## config.mk

```make
export PLATFORM = sky130hd
export DESIGN_NAME = pipeline_hazard_ctrl_flat
export DESIGN_NICKNAME = d
export VERILOG_FILES = /design/src/rtl/pipeline_hazard_ctrl_if.sv /design/src/rtl/pipeline_hazard_ctrl.sv /design/src/flat_wrapper.sv
export SDC_FILE = /design/constraint.sdc
export NUM_CORES = 1
export LEC_CHECK = 0
export CAP_MARGIN = 15
export CORE_MARGIN = 2
export CORE_UTILIZATION = 50
export CTS_CLUSTER_SIZE = 28
export DETAILED_ROUTE_END_ITERATION = 10
export PLACE_DENSITY = 0.86
export SYNTH_ARGS = -nofsm -noshare
export SYNTH_HDL_FRONTEND = slang
export SYNTH_SLANG_ARGS = --single-unit
```

## constraint.sdc

```tcl
create_clock -name clk -period 6.2 [get_ports clk]
set_input_delay 1.55 -clock clk [delete_from_list [all_inputs] [get_ports clk]]
set_output_delay 1.55 -clock clk [all_outputs]
set_load 0.03 [all_outputs]
```

## src/rtl/pipeline_hazard_ctrl_if.sv

```systemverilog
// ID-stage hazard controller bundle: ID instruction fields and pipeline events in,
// stall/flush controls and status out.
interface pipeline_hazard_ctrl_if #(
  parameter int CNT_W = 16
);
  // id_valid qualifies the ID fields in the same cycle. There is no ready signal:
  // the controller responds combinationally through freeze/bubble/flush, and the
  // pipeline is expected to honour them on the next clock edge.
  logic             id_valid;
  logic [3:0]       src1;
  logic [3:0]       src2;
  logic             two_src;
  logic [3:0]       id_dest;
  logic             id_wb_en;
  logic             id_mem_read;
  logic             branch_taken;
  logic             mem_wait;
  logic             hazard;
  logic             freeze_pc;
  logic             freeze_ifid;
  logic             bubble_idex;
  logic             flush;
  logic [1:0]       state;
  logic [CNT_W-1:0] stall_cnt;

  modport master (
    output id_valid, src1, src2, two_src, id_dest, id_wb_en, id_mem_read,
           branch_taken, mem_wait,
    input  hazard, freeze_pc, freeze_ifid, bubble_idex, flush, state, stall_cnt
  );

  modport slave (
    input  id_valid, src1, src2, two_src, id_dest, id_wb_en, id_mem_read,
           branch_taken, mem_wait,
    output hazard, freeze_pc, freeze_ifid, bubble_idex, flush, state, stall_cnt
  );
endinterface

```

## src/rtl/pipeline_hazard_ctrl.sv

```systemverilog
// Stall/flush sequencer beside ID: tracks EXE/MEM destinations itself and arbitrates
// memory wait > taken branch > data hazard, with a saturating stall-cycle counter.
module pipeline_hazard_ctrl #(
  parameter int FWD_EN = 0,
  parameter int CNT_W  = 16
) (
  input logic               clk,
  input logic               rst_n,
  pipeline_hazard_ctrl_if.slave bus
);
  typedef enum logic [1:0] {
    ST_RUN   = 2'd0,
    ST_HAZ   = 2'd1,
    ST_MWAIT = 2'd2,
    ST_FLUSH = 2'd3
  } state_t;

  localparam logic [CNT_W-1:0] CNT_ONE = 1;
  localparam logic [CNT_W-1:0] CNT_MAX = '1;

  logic             r_exe_v;
  logic [3:0]       r_exe_dest;
  logic             r_exe_ld;
  logic             r_mem_v;
  logic [3:0]       r_mem_dest;
  state_t           r_state;
  logic [CNT_W-1:0] r_stall_cnt;

  logic   w_m1;
  logic   w_m2;
  logic   w_hazard;
  logic   w_issue;
  logic   w_freeze;
  logic   w_bubble;
  logic   w_flush;
  state_t w_next;

  always_comb begin
    w_m1 = (r_exe_v && (bus.src1 == r_exe_dest)) || (r_mem_v && (bus.src1 == r_mem_dest));
    w_m2 = (r_exe_v && (bus.src2 == r_exe_dest)) || (r_mem_v && (bus.src2 == r_mem_dest));
    // With forwarding only a load sitting in EXE cannot be bypassed in time.
    if (FWD_EN != 0) begin
      w_hazard = bus.id_valid && r_exe_v && r_exe_ld &&
                 ((bus.src1 == r_exe_dest) || (bus.two_src && (bus.src2 == r_exe_dest)));
    end else begin
      w_hazard = bus.id_valid && (w_m1 || (bus.two_src && w_m2));
    end
  end

  always_comb begin
    w_freeze = 1'b0;
    w_bubble = 1'b0;
    w_flush  = 1'b0;
    w_next   = ST_RUN;
    if (bus.mem_wait) begin
      w_freeze = 1'b1;
      w_next   = ST_MWAIT;
    end else if (bus.branch_taken) begin
      w_flush  = 1'b1;
      w_bubble = 1'b1;
      w_next   = ST_FLUSH;
    end else if (w_hazard) begin
      w_freeze = 1'b1;
      w_bubble = 1'b1;
      w_next   = ST_HAZ;
    end
  end

  assign w_issue = bus.id_valid && !w_hazard && !bus.branch_taken;

  assign bus.hazard      = rst_n && w_hazard;
  assign bus.freeze_pc   = rst_n && w_freeze;
  assign bus.freeze_ifid = rst_n && w_freeze;
  assign bus.bubble_idex = rst_n && w_bubble;
  assign bus.flush       = rst_n && w_flush;
  assign bus.state       = r_state;
  assign bus.stall_cnt   = r_stall_cnt;

  always_ff @(posedge clk or negedge rst_n) begin
    if (!rst_n) begin
      r_exe_v     <= 1'b0;
      r_exe_dest  <= 4'd0;
      r_exe_ld    <= 1'b0;
      r_mem_v     <= 1'b0;
      r_mem_dest  <= 4'd0;
      r_state     <= ST_RUN;
      r_stall_cnt <= '0;
    end else begin
      r_state <= w_next;
      if (w_freeze && (r_stall_cnt != CNT_MAX)) begin
        r_stall_cnt <= r_stall_cnt + CNT_ONE;
      end
      // Slots age only when the whole pipeline moves.
      if (!bus.mem_wait) begin
        r_mem_v    <= r_exe_v;
        r_mem_dest <= r_exe_dest;
        r_exe_v    <= w_issue && bus.id_wb_en;
        r_exe_dest <= w_issue ? bus.id_dest : 4'd0;
        r_exe_ld   <= w_issue && bus.id_mem_read;
      end
    end
  end
endmodule

```

## src/flat_wrapper.sv

```systemverilog
// flat-port wrapper written by rule: the top's interface ports become plain ports
module pipeline_hazard_ctrl_flat 
#(
  parameter int FWD_EN = 0,
  parameter int CNT_W  = 16
)
  (clk, rst_n, bus_id_valid, bus_src1, bus_src2, bus_two_src, bus_id_dest, bus_id_wb_en, bus_id_mem_read, bus_branch_taken, bus_mem_wait, bus_hazard, bus_freeze_pc, bus_freeze_ifid, bus_bubble_idex, bus_flush, bus_state, bus_stall_cnt);
  pipeline_hazard_ctrl_if #(.CNT_W(CNT_W)) bus_i ();
  input logic clk;
  input logic rst_n;
  input wire logic [$bits(bus_i.id_valid)-1:0] bus_id_valid;
  input wire logic [$bits(bus_i.src1)-1:0] bus_src1;
  input wire logic [$bits(bus_i.src2)-1:0] bus_src2;
  input wire logic [$bits(bus_i.two_src)-1:0] bus_two_src;
  input wire logic [$bits(bus_i.id_dest)-1:0] bus_id_dest;
  input wire logic [$bits(bus_i.id_wb_en)-1:0] bus_id_wb_en;
  input wire logic [$bits(bus_i.id_mem_read)-1:0] bus_id_mem_read;
  input wire logic [$bits(bus_i.branch_taken)-1:0] bus_branch_taken;
  input wire logic [$bits(bus_i.mem_wait)-1:0] bus_mem_wait;
  output wire logic [$bits(bus_i.hazard)-1:0] bus_hazard;
  output wire logic [$bits(bus_i.freeze_pc)-1:0] bus_freeze_pc;
  output wire logic [$bits(bus_i.freeze_ifid)-1:0] bus_freeze_ifid;
  output wire logic [$bits(bus_i.bubble_idex)-1:0] bus_bubble_idex;
  output wire logic [$bits(bus_i.flush)-1:0] bus_flush;
  output wire logic [$bits(bus_i.state)-1:0] bus_state;
  output wire logic [$bits(bus_i.stall_cnt)-1:0] bus_stall_cnt;
  assign bus_i.id_valid = bus_id_valid;
  assign bus_i.src1 = bus_src1;
  assign bus_i.src2 = bus_src2;
  assign bus_i.two_src = bus_two_src;
  assign bus_i.id_dest = bus_id_dest;
  assign bus_i.id_wb_en = bus_id_wb_en;
  assign bus_i.id_mem_read = bus_id_mem_read;
  assign bus_i.branch_taken = bus_branch_taken;
  assign bus_i.mem_wait = bus_mem_wait;
  assign bus_hazard = bus_i.hazard;
  assign bus_freeze_pc = bus_i.freeze_pc;
  assign bus_freeze_ifid = bus_i.freeze_ifid;
  assign bus_bubble_idex = bus_i.bubble_idex;
  assign bus_flush = bus_i.flush;
  assign bus_state = bus_i.state;
  assign bus_stall_cnt = bus_i.stall_cnt;
  pipeline_hazard_ctrl #(.FWD_EN(FWD_EN), .CNT_W(CNT_W)) u_core (.clk(clk), .rst_n(rst_n), .bus(bus_i));
endmodule
```

; ---- Word-level counts from Yosys, hierarchy flattened
; Index checks and enable logic that the tools add are counted.
[word_totals]
reg_bits = 28
inputBits = 20
output_inout_bits = 23
wordCells = 42
[classes]
n_addsub = 1
n_eq_ne = 5
mux = 11
n_reduce_logical = 19
[ops]
columns = op, count
row1 = $add A16 B1 Y16 const B, 1
row2 = $eq A4 B4 Y1, 4
row3 = $ne A16 B16 Y1 const B, 1
row4 = $logic_and A1 B1 Y1, 14
row5 = $mux W1, 8
row6 = $mux W2, 2
row7 = $mux W4, 1
row8 = $logic_or A1 B1 Y1, 3
row9 = $logic_not A1 Y1, 2

; ---- Depth between registers and ports, before layout
; Gate-level depths: netlist (run 1).
[logic_depth]
word_depth = 10
depth_mapped = 9
mapped_depth_nobuf = 8

; ---- Worst setup path after synthesis (run 1)
; No wires, ideal clock.
[synth_timing]
path_type = input-to-output
start = in bus_src1[3]
end = out bus_freeze_pc
arrival_ns = 3.027
required_time_ns = 4.650
path_slack_ns = 1.623
stages = 8
n_path_buf = 2
cell_sequence = xor2_1 -> nor4_1 -> a31oi_1 -> nand3_1 -> a21o_2 -> buf_2 -> and2_1 -> buf_4
[synth_between]
elab_chain_len = 9
elab_cells_between_ends = 11
classes_between = eq/ne (2) / mux (3) / reduce/logical (6)
[synth_lines]
columns = item, line
row1 = start: declaration, flat_wrapper.sv:12  ; input wire logic [$bits(bus_i.src1)-1:0] bus_src1;
row2 = $eq A4 B4 Y1, pipeline_hazard_ctrl.sv:39  ; w_m1 = (r_exe_v && (bus.src1 == r_exe_dest)) || (r_mem_v && (bus.src1 == r_mem_dest));
row3 = $logic_and A1 B1 Y1, pipeline_hazard_ctrl.sv:39
row4 = $logic_or A1 B1 Y1 (*), pipeline_hazard_ctrl.sv:39
row5 = $logic_or A1 B1 Y1 (*), pipeline_hazard_ctrl.sv:46  ; w_hazard = bus.id_valid && (w_m1 || (bus.two_src && w_m2));
row6 = $logic_and A1 B1 Y1 (*), pipeline_hazard_ctrl.sv:46
row7 = $mux W1 (*), pipeline_hazard_ctrl.sv:62  ; end else if (w_hazard) begin
row8 = $mux W1 (*), pipeline_hazard_ctrl.sv:58  ; end else if (bus.branch_taken) begin
row9 = $mux W1 (*), pipeline_hazard_ctrl.sv:55  ; if (bus.mem_wait) begin
row10 = $logic_and A1 B1 Y1 (*), -
row11 = end: declaration, flat_wrapper.sv:21  ; output wire logic [$bits(bus_i.freeze_pc)-1:0] bus_freeze_pc;
; Every way passes the cells marked *; elsewhere a longest branch is shown, timed or not.

; ---- Worst setup path after layout (run 1)
[layout_timing]
start = in bus_src1[3]
end = out bus_freeze_ifid
[layout_between]
elab_chain_len = 9
elab_cells_between_ends = 11
classes_between = eq/ne (2) / mux (3) / reduce/logical (6)
[layout_lines]
columns = item, line
row1 = $eq A4 B4 Y1, pipeline_hazard_ctrl.sv:39
row2 = $logic_and A1 B1 Y1, pipeline_hazard_ctrl.sv:39
row3 = $logic_or A1 B1 Y1 (*), pipeline_hazard_ctrl.sv:39
row4 = $logic_or A1 B1 Y1 (*), pipeline_hazard_ctrl.sv:46
row5 = $logic_and A1 B1 Y1 (*), pipeline_hazard_ctrl.sv:46
row6 = $mux W1 (*), pipeline_hazard_ctrl.sv:62
row7 = $mux W1 (*), pipeline_hazard_ctrl.sv:58
row8 = $mux W1 (*), pipeline_hazard_ctrl.sv:55
row9 = $logic_and A1 B1 Y1 (*), pipeline_hazard_ctrl.sv:73  ; assign bus.freeze_ifid = rst_n && w_freeze;
row10 = end: declaration, flat_wrapper.sv:22  ; output wire logic [$bits(bus_i.freeze_ifid)-1:0] bus_freeze_ifid;
; Marked as above.

==> metrics.md, run 1 <==
| Metric | Value |
|---|---|
| Residual DRC | `0` |
| Most used cell along the critical path | `clkdlybuf4s50_1` |
| Worst hold stages | `1` |
| Fill cells | `around 230` |
| Setup violators final | `0` |
| Max-cap check violation count | `0` |
| Synth warn | `0` |
| Number of library cell types mapped by synthesis | `33` |
| Number of synthesized flops with an enable pin | `0` |
| Period utilization | `0.874` |
| Largest cells by area after synthesis | `dfrtp_1 (48%), xnor2_1 (9.1%), xor2_1 (7.9%)` |
| Setup crit start kind | `primary input` |
| Crit path from | `bus_src1[3]` |
| Sink Count | `28` |
| Total global routing overflow | `0` |
| Number of global-route vias before repair | `1130` |
| Routed Antenna Nets | `0` |
| Via count | `1119` |
| Largest net degree at the start of global routing | `19` |
| CTS buffer count | `3` |
| Ports | `43` |
| Slew @ Worst Pin | `around 0.73 ns` |
| Status | `complete, no violations` |
| Dominant synthesized flop cell | `dfrtp_1` |
| Critical path arrival | `3.87 ns` |
| Final hold vios | `0` |
| DRT Pass-1 Iters | `4` |
| Commonest non-fill, non-tap cell in the layout | `clkdlybuf4s50_1` |
| Core area | `2760 um^2` |
| Pleak | `0.822 nW` |
| Clk slew on worst S/H paths | `0.14 ns` |
| Vias/cell | `between 5 and 6` |
| Ratio of cells with drive above 1 in the final layout | `0.133` |
| Pwr Density | `270 nW/um^2` |
| DP HPWL | `between 2 and 2.5 mm` |
| Antenna violations before repair | `0` |
| Min-delay worst type | `register to register` |
| Maximum clock path buffer count | `2` |
| Final hold slack | `about 0.5 ns` |
| Cell area after synthesis | `1450 um^2` |
| Crit-path max FO | `16` |
| Slew Viols, Final | `0` |
| Async S/R FF share, synth | `1.00` |
| Fin worst setup slack | `0.783 ns` |
| Clock latency on the worst-skew pair | `0.33 ns` |
| Pre-CTS WS | `0.766 ns` |
| Post_cts resized | `0` |
| Most frequent cells in the layout | `clkdlybuf4s50_1 (41), dfrtp_1 (28), xnor2_1 (15), xor2_1 (13), nand4_1 (13)` |
| Synth top area share | `0.484` |
| Inserted Diodes | `0` |
| Max Freq | `between 150 and 200 MHz` |
| DR WL/cell | `15.6 um` |
| Setup Fix Bufs, Post-CTS | `0` |
| Post-Syn Instances | `125` |
| Start of the worst register-to-register path | `u_core.r_exe_dest[0]$_DFFE_PN0N_` |
| Hold buffer count at CTS | `0` |
| Synth-to-Final Area Change | `31.9%` |
| H-tree levels | `1` |
| Post-synth top area cell | `dfrtp_1` |
| GRT Total Usage | `0.202` |
| Critical path type | `primary input to output port` |
| Clk root buf | `clkbuf_4` |
| Avg Cell Area, Syn | `11.6 um^2` |
| Nature of the critical path endpoint | `output port` |
| CP cell instances | `clkdlybuf4s50_1 -> xor2_1 -> nor4_1 -> a31oi_1 -> nand3_1 -> a21o_2 -> and2_1 -> clkdlybuf4s50_1` |
| Port Buf Inserts | `about 40` |
| Drt initial violations | `27` |
| Max-Slew Margin vs Limit | `0.510` |
| Worst clock skew | `between 0.0015 and 0.002 ns` |
| # rows | `19` |
| First-pass GRT wire length | `between 5 and 6 mm` |
| Hold path start | `u_core.bus.stall_cnt[7]$_DFFE_PN0P_` |
| Peak VDD IR | `~0.24 mV` |
| Starting density of the core | `0.525` |
| Max incr delay on CP | `0.69 ns` |
| WP data required | `4.65 ns` |
| Min Tclk post-route | `5.42 ns` |
| Post-Synthesis Net Count | `146` |
| Total detailed-routing wirelength | `3.07 mm` |
| CTS tree | `done` |
| DIE AREA | `3340 um^2` |
| Unrepaired setup endpoints after global routing | `no` |
| Post-synthesis sequential area ratio | `0.484` |
| Setup TNS | `0 ns` |
| Chip height | `57.8 um` |
| Die X | `57.8 um` |
| GPL Wtd Cong | `0.810` |
| FF-to-FF path depth | `7` |
| NumNets Final | `approximately 190` |
| Synth Register Bits | `28` |
| Slowest stage cell, crit path | `clkdlybuf4s50_1` |
[worst paths after layout]
path                                                       endpoint  slack [ns]
max in group asynchronous                u_core.r_exe_v$_DFFE_PN0N_        3.90
worst max register to register  u_core.bus.stall_cnt[1]$_DFFE_PN0P_        4.13
worst min-delay path            u_core.bus.stall_cnt[7]$_DFFE_PN0P_        0.51
worst max-delay path                                bus_freeze_ifid        0.78
worst min register to register  u_core.bus.stall_cnt[7]$_DFFE_PN0P_        0.51
min in group asynchronous             u_core.bus.state[1]$_DFF_PN0_        1.63
[layer usage]
layer,vias to the layer above,GRT usage,routed length (um)
met5,-,0,0
met4,0,0.0631,42
met3,6,0.0424,177
met2,44,0.333,1540
met1,529,0.268,1310
li1,540,-,-
[power by group]
part / switching, mW / internal, mW / leakage (nW)
logic: 0.0956 / 0.0863 / 0.433
clock network: 0.0539 / 0.0360 / 0.0210
registers: 0.0355 / 0.209 / 0.368
[worst max-delay path: cells and delay by family]
kind / cells / cell delay [ns]
and+or+nand+nor: 3 / 0.62
AOI/OAI and AO/OA: 2 / 0.38
buffers and inverters: 2 / 1.15
xor gates and xnor gates: 1 / 0.17
[sequential cells by signal, indices dropped and copies added, names as in the netlist]
name                  cells
u_core.bus.stall_cnt     16
u_core.r_exe_dest         4
u_core.r_mem_dest         4
u_core.bus.state          2
u_core.r_exe_v            1
u_core.r_mem_v            1
[area by class of cell]
class	count	area, um^2	area share
clock buffer	4	36.3	0.0190
multi-input combinational	92	716	0.375
sequential	28	701	0.367
tap	31	38.8	0.0203
timing repair buffer	42	418	0.219
[kinds of logic (layout without fill, tap and decap cells)]
logic type | count (synthesis) | in the layout | share of synthesized area
AOI/OAI and AO/OA | 12 | 12 | 0.0614
xor gates and xnor gates | 28 | 28 | 0.169
adders and majority gates | 1 | 1 | 0.00864
buffers and inverters | 5 | 46 | 0.0216
DFF | 28 | 28 | 0.484
muxes | 7 | 7 | 0.0570
and+or+nand+nor | 44 | 44 | 0.198
[per-stage QoR]
stage                     std cells  power, mW   util  instance area (um^2)
final                           197      0.516  0.692                  1910
after global placement          193      0.421  0.679                  1870
after floorplan                 125      0.349      -                  1450
after CTS                       197      0.519  0.692                  1910
after global routing            197      0.545  0.692                  1910
after detailed placement        193      0.429  0.679                  1870
[synth_stat cells, types with 2 or more instances]
cell,n
nand4_1,13
nand2_1,3
clkbuf_1,2
dfrtp_1,28
nor2_1,2
a22o_1,5
and3_2,2
nor3_1,4
nor3b_1,2
nand3_1,4
xnor2_1,15
xor2_1,13
a31oi_1,2
a21oi_1,3
and3_1,3
mux2_2,6
and3_4,2
Power figures use the tool's default switching activity.
==> inputs of run 2 (changes only) <==
- CTS_CLUSTER_DIAMETER: default -> 120
==> results of run 2 <==
The final DEF is identical to that of run 1; final timing and power are the same.
==> inputs of run 3 (changes only) <==
- CORE_MARGIN: 2 -> default
==> run 3 against run 2 <==
Effect of this change: power shrank 0.87%; core utilization is the same; combinational power is essentially flat; sequential share of layout area is the same; cell count is the same; routed wire length shrank 3.5%; flip-flop and latch count is the same; via count grew 2.2%; clock skew grew 0.0031 ns; critical path depth grew 1; sequential power is essentially flat; critical path type unchanged; highest routed layer is now met3.
==> metrics.md, run 3 (same netlist as run 1, synthesis figures left out) <==
| Metric | Value |
|---|---|
| Status | `complete, no violations` |
| Drt initial violations | `16` |
| Reg-to-reg endpoint | `u_core.bus.stall_cnt[1]$_DFFE_PN0P_` |
| Vias/cell | `between 5 and 6` |
| Nature of the critical path endpoint | `output port` |
| WP data required | `4.65 ns` |
| Critical path type | `primary input to output port` |
| Port Buf Inserts | `41` |
| CTS buffer count | `3` |
| Critical path arrival | `3.87 ns` |
| Pleak | `0.822 nW` |
| Number of global-route vias before repair | `about 1200` |
| Setup violators final | `0` |
| Slew Viols, Final | `0` |
| Maximum clock path buffer count | `2` |
| Placed cell area | `1870 um^2` |
| Worst path bufs/invs | `2` |
| Most used cell along the critical path | `clkdlybuf4s50_1` |
| Reg2Reg Setup Slack | `4.11 ns` |
| NumNets Final | `188` |
| Residual DRC | `0` |
| CTS tree | `done` |
| DR WL/cell | `15.1 um` |
| First-pass GRT wire length | `5.24 mm` |
| Pre-CTS WS | `about 0.77 ns` |
| Inserted Diodes | `0` |
| Synth-to-Final Area Change | `31.9%` |
| GPL Wtd Cong | `0.864` |
| Hold path start | `u_core.bus.stall_cnt[7]$_DFFE_PN0P_` |
| Routed Antenna Nets | `0` |
| Peak VDD IR | `0.302 mV` |
| Starting density of the core | `0.525` |
| Largest delay share family, worst path | `buffers and inverters` |
| Clock latency on the worst-skew pair | `0.32 ns` |
| Chip height | `55.8 um` |
| Post_cts resized | `0` |
| H-tree levels | `1` |
| Total global routing overflow | `0` |
| Worst clock skew | `just under 0.005 ns` |
| Pwr Density | `268 nW/um^2` |
| Setup Fix Bufs, Post-CTS | `0` |
| FF-to-FF path depth | `7` |
| Period utilization | `0.875` |
| Sink Count | `28` |
| Final Total Pwr | `512 uW` |
| Max-Slew Margin vs Limit | `0.582` |
| Setup TNS | `0 ns` |
| DP HPWL | `2.27 mm` |
| Die X | `55.8 um` |
| Crit path depth | `9` |
| Final hold vios | `0` |
| # rows | `19` |
| DRT Pass-1 Iters | `4` |
| Largest net degree at the start of global routing | `18` |
| CP cell instances | `clkdlybuf4s50_1 -> xnor2_1 -> nand2_1 -> nor4_1 -> a31oi_1 -> nand3_1 -> a21o_2 -> and2_1 -> clkdlybuf4s50_1` |
| Most frequent cells in the layout | `clkdlybuf4s50_1 (41), dfrtp_1 (28), xnor2_1 (15), xor2_1 (13), nand4_1 (13)` |
| Commonest non-fill, non-tap cell in the layout | `clkdlybuf4s50_1` |
| Ratio of cells with drive above 1 in the final layout | `0.133` |
| Flip-flop count of the largest register after layout | `16` |
| Crit path capture | `bus_freeze_ifid` |
| Unrepaired setup endpoints after global routing | `no` |
| Max incr delay on CP | `0.67 ns` |
| Start of the worst register-to-register path | `u_core.r_exe_dest[3]$_DFFE_PN0N_` |
| Min Tclk post-route | `5.42 ns` |
| Slew @ Worst Pin | `0.625 ns` |
| Crit-path max FO | `16` |
| Setup crit start kind | `primary input` |
| Crit path from | `bus_src1[1]` |
| GRT Total Usage | `0.209` |
| Antenna violations before repair | `0` |
| Via count | `1144` |
| Hold buffer count at CTS | `0` |
| Core area | `2760 um^2` |
| DIE AREA | `3110 um^2` |
| Total detailed-routing wirelength | `2.97 mm` |
| Ports | `43` |
| Max Freq | `~180 MHz` |
| Max-cap check violation count | `0` |
| Clk root buf | `clkbuf_4` |
| Slowest stage cell, crit path | `clkdlybuf4s50_1` |
| Fin area | `roughly 1900 um^2` |
| Final hold slack | `0.521 ns` |
| Min-delay worst type | `register to register` |
| Fin worst setup slack | `0.777 ns` |
| Clk slew on worst S/H paths | `around 0.14 ns` |
[run 3: per-layer routing]
metal  vias up  track usage  wire, um  part of all wire
li1        536            -         -                 -
met1       576        0.261      1240              0.42
met2        32        0.375      1570              0.53
met3         0       0.0442       158             0.053
met4         0       0.0429         0                 0
met5         -            0         0                 0
[run 3: layout make-up]
type                       count  area, um^2
tap                           31        38.8
clock buffer                   4        36.3
fill                         229         848
timing repair buffer          42         418
multi-input combinational     92         716
sequential                    28         701
[run 3: worst register-to-register path: cells and delay by family, from the launching register on]
kind | cells | cell delay [ns]
mux | 1 | 0.30
xor+xnor | 1 | 0.19
simple gates | 3 | 0.67
flops | 1 | 0.46
compound gates | 2 | 0.39
[run 3: worst min path at each step]
stage | end | slack, ns | depth (start not counted)
after detailed placement | u_core.bus.stall_cnt[7]$_DFFE_PN0P_ | 0.50 | 1
final | u_core.bus.stall_cnt[7]$_DFFE_PN0P_ | 0.52 | 1
after CTS | u_core.bus.stall_cnt[7]$_DFFE_PN0P_ | 0.53 | 1
after global routing | u_core.bus.stall_cnt[7]$_DFFE_PN0P_ | 0.55 | 1
after global placement | u_core.bus.stall_cnt[15]$_DFFE_PN0P_ | 0.49 | 1
after floorplan | u_core.r_mem_v$_DFFE_PN0N_ | 0.50 | 1
[run 3: through the flow]
stage                     std cells  utilization
final                           197        0.692
after global routing            197        0.692
after CTS                       197        0.692
after detailed placement        193        0.679
after global placement          193        0.679
after floorplan                 125            -
[run 3: report_power, final]
group	internal [mW]	switching (mW)
Combinational	0.0869	0.0965
Sequential	0.209	0.0342
Clock	0.0359	0.0494
